$ cat src/rtl/bit_serializer_if.sv
// Load/stream bundle for the bit serializer: word handshake in, serial bit stream out.
interface bit_serializer_if #(
  parameter int WIDTH = 8
);
  logic [WIDTH-1:0] data_in;
  logic             load_valid;
  logic             load_ready;
  logic             flush;
  logic             out;
  logic             out_valid;
  logic             done;

  modport master (
    output data_in, load_valid, flush,
    input  load_ready, out, out_valid, done
  );

  modport slave (
    input  data_in, load_valid, flush,
    output load_ready, out, out_valid, done
  );
endinterface

$ cat src/rtl/bit_serializer.sv
// Parallel-to-serial stage: shifts a WIDTH-bit word out one bit per clock,
// allowing the next word to be chained in the last-bit cycle with no gap.
module bit_serializer #(
  parameter int WIDTH     = 8,
  parameter bit MSB_FIRST = 1'b1,
  parameter bit IDLE_BIT  = 1'b0
) (
  input logic             clk,
  input logic             reset,
  bit_serializer_if.slave bus
);
  localparam int             CW   = $clog2(WIDTH);
  localparam logic [CW-1:0]  LAST = CW'(WIDTH - 1);

  typedef enum logic {
    IDLE  = 1'b0,
    SHIFT = 1'b1
  } state_t;

  state_t           state_r, state_s;
  logic [WIDTH-1:0] shreg_r, shreg_s;
  logic [CW-1:0]    cnt_r, cnt_s;
  logic             out_r, out_s;
  logic             out_valid_r, out_valid_s;
  logic             done_r, done_s;
  logic             load_ready_s;
  logic             accept_s;

  assign load_ready_s = (state_r == IDLE) || ((state_r == SHIFT) && (cnt_r == LAST));
  assign accept_s     = bus.load_valid && load_ready_s && !bus.flush;

  assign bus.load_ready = load_ready_s;
  assign bus.out        = out_r;
  assign bus.out_valid  = out_valid_r;
  assign bus.done       = done_r;

  // Next-state logic; out/out_valid are derived from the next state so the registered
  // bit always reflects the word position being presented in the following cycle.
  always_comb begin
    state_s = state_r;
    shreg_s = shreg_r;
    cnt_s   = cnt_r;
    done_s  = 1'b0;
    case (state_r)
      IDLE: begin
        if (accept_s) begin
          shreg_s = bus.data_in;
          cnt_s   = {CW{1'b0}};
          state_s = SHIFT;
        end else begin
          state_s = IDLE;
        end
      end
      SHIFT: begin
        if (cnt_r != LAST) begin
          cnt_s = cnt_r + CW'(1);
          if (MSB_FIRST) begin
            shreg_s = {shreg_r[WIDTH-2:0], 1'b0};
          end else begin
            shreg_s = {1'b0, shreg_r[WIDTH-1:1]};
          end
        end else if (accept_s) begin
          shreg_s = bus.data_in;
          cnt_s   = {CW{1'b0}};
          done_s  = 1'b1;
        end else begin
          state_s = IDLE;
          cnt_s   = {CW{1'b0}};
          done_s  = 1'b1;
        end
      end
      default: begin
        state_s = IDLE;
        cnt_s   = {CW{1'b0}};
      end
    endcase

    // An aborted word is dropped without a done pulse, and any same-cycle load is lost.
    if (bus.flush) begin
      state_s = IDLE;
      cnt_s   = {CW{1'b0}};
      shreg_s = {WIDTH{1'b0}};
      done_s  = 1'b0;
    end else begin
      state_s = state_s;
    end

    if (state_s == SHIFT) begin
      out_valid_s = 1'b1;
      out_s       = MSB_FIRST ? shreg_s[WIDTH-1] : shreg_s[0];
    end else begin
      out_valid_s = 1'b0;
      out_s       = IDLE_BIT;
    end
  end

  // State and output registers with synchronous active-low reset.
  always_ff @(posedge clk) begin
    if (!reset) begin
      state_r     <= IDLE;
      shreg_r     <= {WIDTH{1'b0}};
      cnt_r       <= {CW{1'b0}};
      out_r       <= IDLE_BIT;
      out_valid_r <= 1'b0;
      done_r      <= 1'b0;
    end else begin
      state_r     <= state_s;
      shreg_r     <= shreg_s;
      cnt_r       <= cnt_s;
      out_r       <= out_s;
      out_valid_r <= out_valid_s;
      done_r      <= done_s;
    end
  end
endmodule

$ cat src/flat_wrapper.sv
// flat-port wrapper written by rule: the top's interface ports become plain ports
module bit_serializer_flat 
#(
  parameter int WIDTH     = 8,
  parameter bit MSB_FIRST = 1'b1,
  parameter bit IDLE_BIT  = 1'b0
)
  (clk, reset, bus_data_in, bus_load_valid, bus_flush, bus_load_ready, bus_out, bus_out_valid, bus_done);
  bit_serializer_if #(.WIDTH(WIDTH)) bus_i ();
  input logic clk;
  input logic reset;
  input wire logic [$bits(bus_i.data_in)-1:0] bus_data_in;
  input wire logic [$bits(bus_i.load_valid)-1:0] bus_load_valid;
  input wire logic [$bits(bus_i.flush)-1:0] bus_flush;
  output wire logic [$bits(bus_i.load_ready)-1:0] bus_load_ready;
  output wire logic [$bits(bus_i.out)-1:0] bus_out;
  output wire logic [$bits(bus_i.out_valid)-1:0] bus_out_valid;
  output wire logic [$bits(bus_i.done)-1:0] bus_done;
  assign bus_i.data_in = bus_data_in;
  assign bus_i.load_valid = bus_load_valid;
  assign bus_i.flush = bus_flush;
  assign bus_load_ready = bus_i.load_ready;
  assign bus_out = bus_i.out;
  assign bus_out_valid = bus_i.out_valid;
  assign bus_done = bus_i.done;
  bit_serializer #(.WIDTH(WIDTH), .MSB_FIRST(MSB_FIRST), .IDLE_BIT(IDLE_BIT)) u_core (.clk(clk), .reset(reset), .bus(bus_i));
endmodule
$ cat config.mk
export PLATFORM = sky130hd
export DESIGN_NAME = bit_serializer_flat
export DESIGN_NICKNAME = d
export VERILOG_FILES = /design/src/rtl/bit_serializer_if.sv /design/src/rtl/bit_serializer.sv /design/src/flat_wrapper.sv
export SDC_FILE = /design/constraint.sdc
export NUM_CORES = 1
export LEC_CHECK = 0
export CAP_MARGIN = 20
export CORE_MARGIN = 2
export CORE_UTILIZATION = 30
export CTS_CLUSTER_SIZE = 14
export DETAILED_ROUTE_END_ITERATION = 12
export PLACE_DENSITY = 0.64
export SYNTH_ARGS = -nofsm -noshare
export SYNTH_HDL_FRONTEND = slang
export SYNTH_SLANG_ARGS = --single-unit
$ cat constraint.sdc
create_clock -name clk -period 1.3 [get_ports clk]
set_input_delay 0.26 -clock clk [delete_from_list [all_inputs] [get_ports clk]]
set_output_delay 0.26 -clock clk [all_outputs]
set_load 0.05 [all_outputs]
# Yosys cells after proc, flatten, opt, wreduce, memory -nomap -nowiden
# Cells that the tools add are included.
dict set report totals {
  out_inout_bits 4
  latch_bits 0
  romBits 0
  reg_bits 15
  n_memories 0
  in_bits 12
  ramBits 0
}
dict set report classes {
  bitwise_logic 2
  n_mul 0
  shift 0
  eq_ne 3
  addsub 1
  n_mux 13
  n_div 0
  reduce_logical 8
  order_cmp 0
}
# op n
set ops {}
lappend ops {{two-way mux 8 bit} 3}
lappend ops {{one-hot mux 8 bit (2 select lines)} 1}
lappend ops {{two-way mux 3 bit} 2}
lappend ops {{one-hot mux 3 bit (2 select lines)} 1}
lappend ops {{two-way mux 1 bit} 5}
lappend ops {{adder 3 x 1 -> 3 bit, second input constant} 1}
lappend ops {{equality test 3 bit, second input constant} 1}
lappend ops {{logical AND 1 bit} 3}
lappend ops {{inequality test 3 bit, second input constant} 1}
lappend ops {{OR reduction 3 bit} 1}
lappend ops {{inequality test 2 x 1 -> 1 bit, second input constant} 1}
lappend ops {{NOT 1 bit} 2}
lappend ops {{one-hot mux 1 bit (2 select lines)} 1}
lappend ops {{AND reduction 2 bit} 1}
lappend ops {{OR reduction 2 bit} 1}
lappend ops {{logical NOT 1 bit} 1}
lappend ops {{logical OR 1 bit} 1}

# Logic depth before layout (Yosys ltp)
dict set report logic_depth {
  depth_word 10
  mapped_depth 7
}

# Worst setup path after synthesis
# Ideal clock, no wire load.
dict set report synth_path {
  path_type {register to register}
  start {reg u_core.state_r}
  end {reg u_core.shreg_r[1]}
  t_required_ns 1.176
  path_buffers 1
  path_stages_with_launch 6
  arrival_time_ns 1.309
  slack_ns -0.133
  path_cell_list {dfxtp_1 and2b_4 inv_4 buf_6 o21ai_2 a21oi_1}
}
dict set report synth_via {
  elab_chain_len 7
  elab_cells_between_ends 8
  cone_classes {3 x mux; 1 x bitwise; 4 x reduce/logical}
}
# element line_no
set synth_rtl {}
lappend synth_rtl {{start, declared} bit_serializer.sv:20} ;# state_t state_r, state_s;
lappend synth_rtl {{start signal, assigned} bit_serializer.sv:107} ;# state_r <= state_s;
lappend synth_rtl {{logical AND 1 bit or NOT 1 bit (tied branches)} --}
lappend synth_rtl {{logical OR 1 bit *} bit_serializer.sv:29} ;# assign load_ready_s = (state_r == IDLE) || ((state_r == SHIFT) && (cnt_r == LAST));
lappend synth_rtl {{net bus_load_ready} flat_wrapper.sv:15} ;# output wire logic [$bits(bus_i.load_ready)-1:0] bus_load_ready;
lappend synth_rtl {{logical AND 1 bit * (2 in series)} bit_serializer.sv:30} ;# assign accept_s = bus.load_valid && load_ready_s && !bus.flush;
lappend synth_rtl {{two-way mux 8 bit *} --}
lappend synth_rtl {{two-way mux 8 bit} --}
lappend synth_rtl {{one-hot mux 8 bit (2 select lines) *} bit_serializer.sv:44} ;# case (state_r)
lappend synth_rtl {{end signal, assigned} bit_serializer.sv:101} ;# shreg_r <= {WIDTH{1'b0}};
lappend synth_rtl {{end signal, assigned} bit_serializer.sv:108} ;# shreg_r <= shreg_s;
lappend synth_rtl {{end, declared} bit_serializer.sv:21} ;# logic [WIDTH-1:0] shreg_r, shreg_s;
# Mark *: on every way through the listed nets, which the timed path passes. The rest lies on a longest branch.
# A chain may end at the register's enable or synchronous reset.

# Final worst setup path
dict set report layout_path {
  start {reg u_core.cnt_r[1]}
  end {out bus_load_ready}
}
dict set report layout_via {
  elab_chain_len 3
}
# element line_no
set layout_rtl {}
lappend layout_rtl {{start, declared} bit_serializer.sv:22} ;# logic [CW-1:0] cnt_r, cnt_s;
lappend layout_rtl {{start signal, assigned} bit_serializer.sv:102} ;# cnt_r <= {CW{1'b0}};
lappend layout_rtl {{start signal, assigned} bit_serializer.sv:109} ;# cnt_r <= cnt_s;
lappend layout_rtl {{equality test 3 bit} bit_serializer.sv:29}
lappend layout_rtl {{logical AND 1 bit} bit_serializer.sv:29}
lappend layout_rtl {{logical OR 1 bit} bit_serializer.sv:29}
lappend layout_rtl {{end, declared} flat_wrapper.sv:15}
# No other way between the ends.

==> results.py <==
metrics = {
    "floorplanning": {
        "io_pins": 16,
        "core.rowCount": 16,
        "die_area_um2": 2430,
        "die_w_um": 49.3,
        "coreArea_um2": 1940,
        "die_h_um": 49.3,
        "start_util_pct": 31.8,
    },
    "yosys": {
        "synth_fa_ha_area_share_pct": 4.06,
        "synth.area.top_cells": "dfxtp_1 45%, mux2i_1 11%, a21oi_1 7.3%, ha_1 4.1%, buf_6 3.7%",
        "synthXorXnorAreaFrac_pct": 0,
        "synth_nets": 76,
        "synth_seq_area_share_pct": 45.4,
        "synthesis.yosys.warnings": 0,
        "ys_ff_latch": 14,
        "synth-simple-area-share_pct": 16.6,
        "synth-compound-area-share_pct": 17.8,
        "synth_top_area_share_pct": 45.4,
        "synth_top_family_by_area": "compound AO/OA/AOI/OAI gates",
        "yosys.area.top_type": "dfxtp_1",
        "syn_inst": 62,
        "ys_types": 21,
        "muxShareOfSynthArea_pct": 11.4,
        "syn_area_um2": 617,
        "avgSynthCellArea_um2": 9.95,
    },
    "critical_path": {
        "reg2reg_setup_slack_ns": -0.26,
        "critPathKind": "reg -> out",
        "worstPathMaxFanout": 2,
        "worstPathRequired_ns": 1.04,
        "start_kind": "register",
        "cp-end-kind": "output pin",
        "cp.arrival_ns": 1.38,
    },
    "grt": {
        "grt_pass1_wl_um": 2170,
        "antenna_found_initial": 0,
        "grt_overflow": 0,
        "grt_usage_pct": 12.0,
        "grt_pass1_vias": 488,
        "grt_max_degree": 16,
    },
    "hold_path": {
        "min_path_type": "reg -> reg",
    },
    "status": {
        "violations": "negative setup slack",
        "run_status": "finished, violations left",
    },
    "final_layout": {
        "multi_input_area_um2": 362,
        "antenna_cells": 0,
        "syn2layout_area_growth_pct": 69.0,
        "stdcell_count": 117,
        "final_layout_size_suffix_gt1_share_pct": 37.8,
        "final_nets": 105,
        "final-seq-area_um2": 284,
        "layout_common_cells": "11 x clkdlybuf4s50_1, 11 x dfxtp_1, 9 x a21oi_1, 8 x buf_4, 7 x mux2i_1",
        "fin_util_pct": 53.7,
        "n_fill_cell": 192,
    },
    "job": {
        "max_cap_violations": 0,
    },
    "route": {
        "vias_per_cell": 4.74,
        "dr_total_vias": 554,
        "drt-initial-drc-count": 11,
        "drc_errors": 0,
        "ant_nets": 0,
        "finalWirelength_um": 1400,
        "drt_pre_antenna_iters": 4,
        "wl_per_cell_um": 12.0,
    },
    "power": {
        "ir_drop_uv": 444,
        "power.density_nw_per_um2": 911,
        "p_leak_nw": 0.433,
    },
    "clocking": {
        "clockBufferDepth": 2,
        "clockRootBuffer": "clkbuf_4",
        "htree_levels": 1,
        "insertion_delay_ns": 0.29,
        "path_clk_slew_ns": 0.09,
        "cts_sinks": 14,
        "cts_tree": "done",
        "numCtsBuffers": 3,
    },
    "place": {
        "io_buffer_count": 15,
        "placed_cells": 110,
        "gp_congestion": 0.672,
        "dp_hpwl_um": 916,
    },
    "timing": {
        "finalMaxSlewViolations": 0,
        "timing.hold.ws_ns": 0.483,
        "skew_ns": 0.00325,
        "finalHoldViolations": 0,
        "slew_headroom_pct": 69.6,
        "grt_setup_unrepaired": "true",
        "tightest_slew_ns": 0.456,
        "finalCritPeriodShare_pct": 126,
        "fmax_ghz": 0.608,
        "setup_viol": 10,
        "min_period_ns": 1.64,
        "finalWorstSetupSlack_ns": -0.344,
    },
}
[flip-flops by register name (all words and copies together), names as in the netlist]
| name | cells |
|---|---|
| u_core.shreg_r | 8 |
| u_core.cnt_r | 3 |
| u_core.bus.done | 1 |
| u_core.bus.out | 1 |
| u_core.state_r | 1 |
[where the power goes]
group          leakage (nW)  total [W]  internal (W)  switching [W]
sequential            0.115   0.000454      0.000442      0.0000119
combinational         0.297   0.000179      0.000105      0.0000739
clock                0.0210   0.000317      0.000171       0.000146
total                 0.433   0.000950      0.000718       0.000232
[cells by family (layout without fill, tap and decap cells)]
| logic type | count (synthesis) | count (layout) |
|---|---|---|
| AO/OA/AOI/OAI | 19 | 19 |
| adder cells (fa/ha/maj) | 2 | 2 |
| buffers and inverters | 3 | 31 |
| flip-flops | 14 | 14 |
| multiplexers | 7 | 7 |
| AND/OR/NAND/NOR | 17 | 17 |
[metal layers]
metal | GRT usage (%) | vias to the layer above | wire, µm
met5 | 0 | - | 0
met4 | 7.14 | 0 | 27
met3 | 4.60 | 3 | 92
met2 | 18.5 | 18 | 637
met1 | 14.1 | 257 | 647
li1 | - | 276 | -
[path summary, 6_finish.rpt]
kind | start | endpoint | cells after the start
min reg2reg | u_core.shreg_r[7] | u_core.shreg_r[7] | 2
max reg2reg | u_core.cnt_r[1] | u_core.shreg_r[7] | 8
max | u_core.cnt_r[1] | bus_load_ready | 5
min | u_core.shreg_r[7] | u_core.shreg_r[7] | 2
[layout make-up]
class	instances	area share (%)
Inverter	1	1.08
Tap cell	27	3.24
Multi-Input combinational cell	45	34.7
Sequential cell	14	27.3
Timing Repair Buffer	26	30.3
Clock buffer	4	3.48
[metrics by stage]
step | setup slack, ns | cell area, µm² | total power, W | TNS, ns
final | -0.344 | 1040 | 0.000950 | -2.25
after global routing | -0.379 | 1040 | 0.000985 | -2.77
after CTS | -0.349 | 972 | 0.000933 | -1.55
after detailed placement | -0.174 | 920 | 0.000612 | -1.64
after global placement | -0.162 | 920 | 0.000612 | -1.57
after floorplan | -0.0355 | 654 | 0.000536 | -0.102
[worst max-delay path: stages (launching register included)]
cell and delay [ns]:
dfxtp_2 0.34, ha_4 0.16, ha_4 0.14, and2b_4 0.28, inv_8 0.04, buf_12 0.13
[synthesized netlist by cell type]
cell type   n
nor2_1      4
nand3b_1    3
nand2_1     2
and2b_1     2
inv_4       1
buf_6       2
nand2b_1    2
and2b_4     1
dfxtp_1    14
o21ai_1     1
a31oi_1     1
a21o_1      1
o21ai_2     2
and3_1      1
nand4b_1    1
mux2i_1     7
o21ai_0     4
nor3_1      1
a21oi_1     9
a2bb2oi_1   1
ha_1        2
[what timing repair did]
item                                    4_1_cts  5_1_grt
cloned                                        0        1
endpoints found under the setup margin        8       10
pin swaps                                     2        2
buffers inserted                              1        1
hold buffers                                  0        0
resized for setup                             7        9
Power figures use the tool's default switching activity.
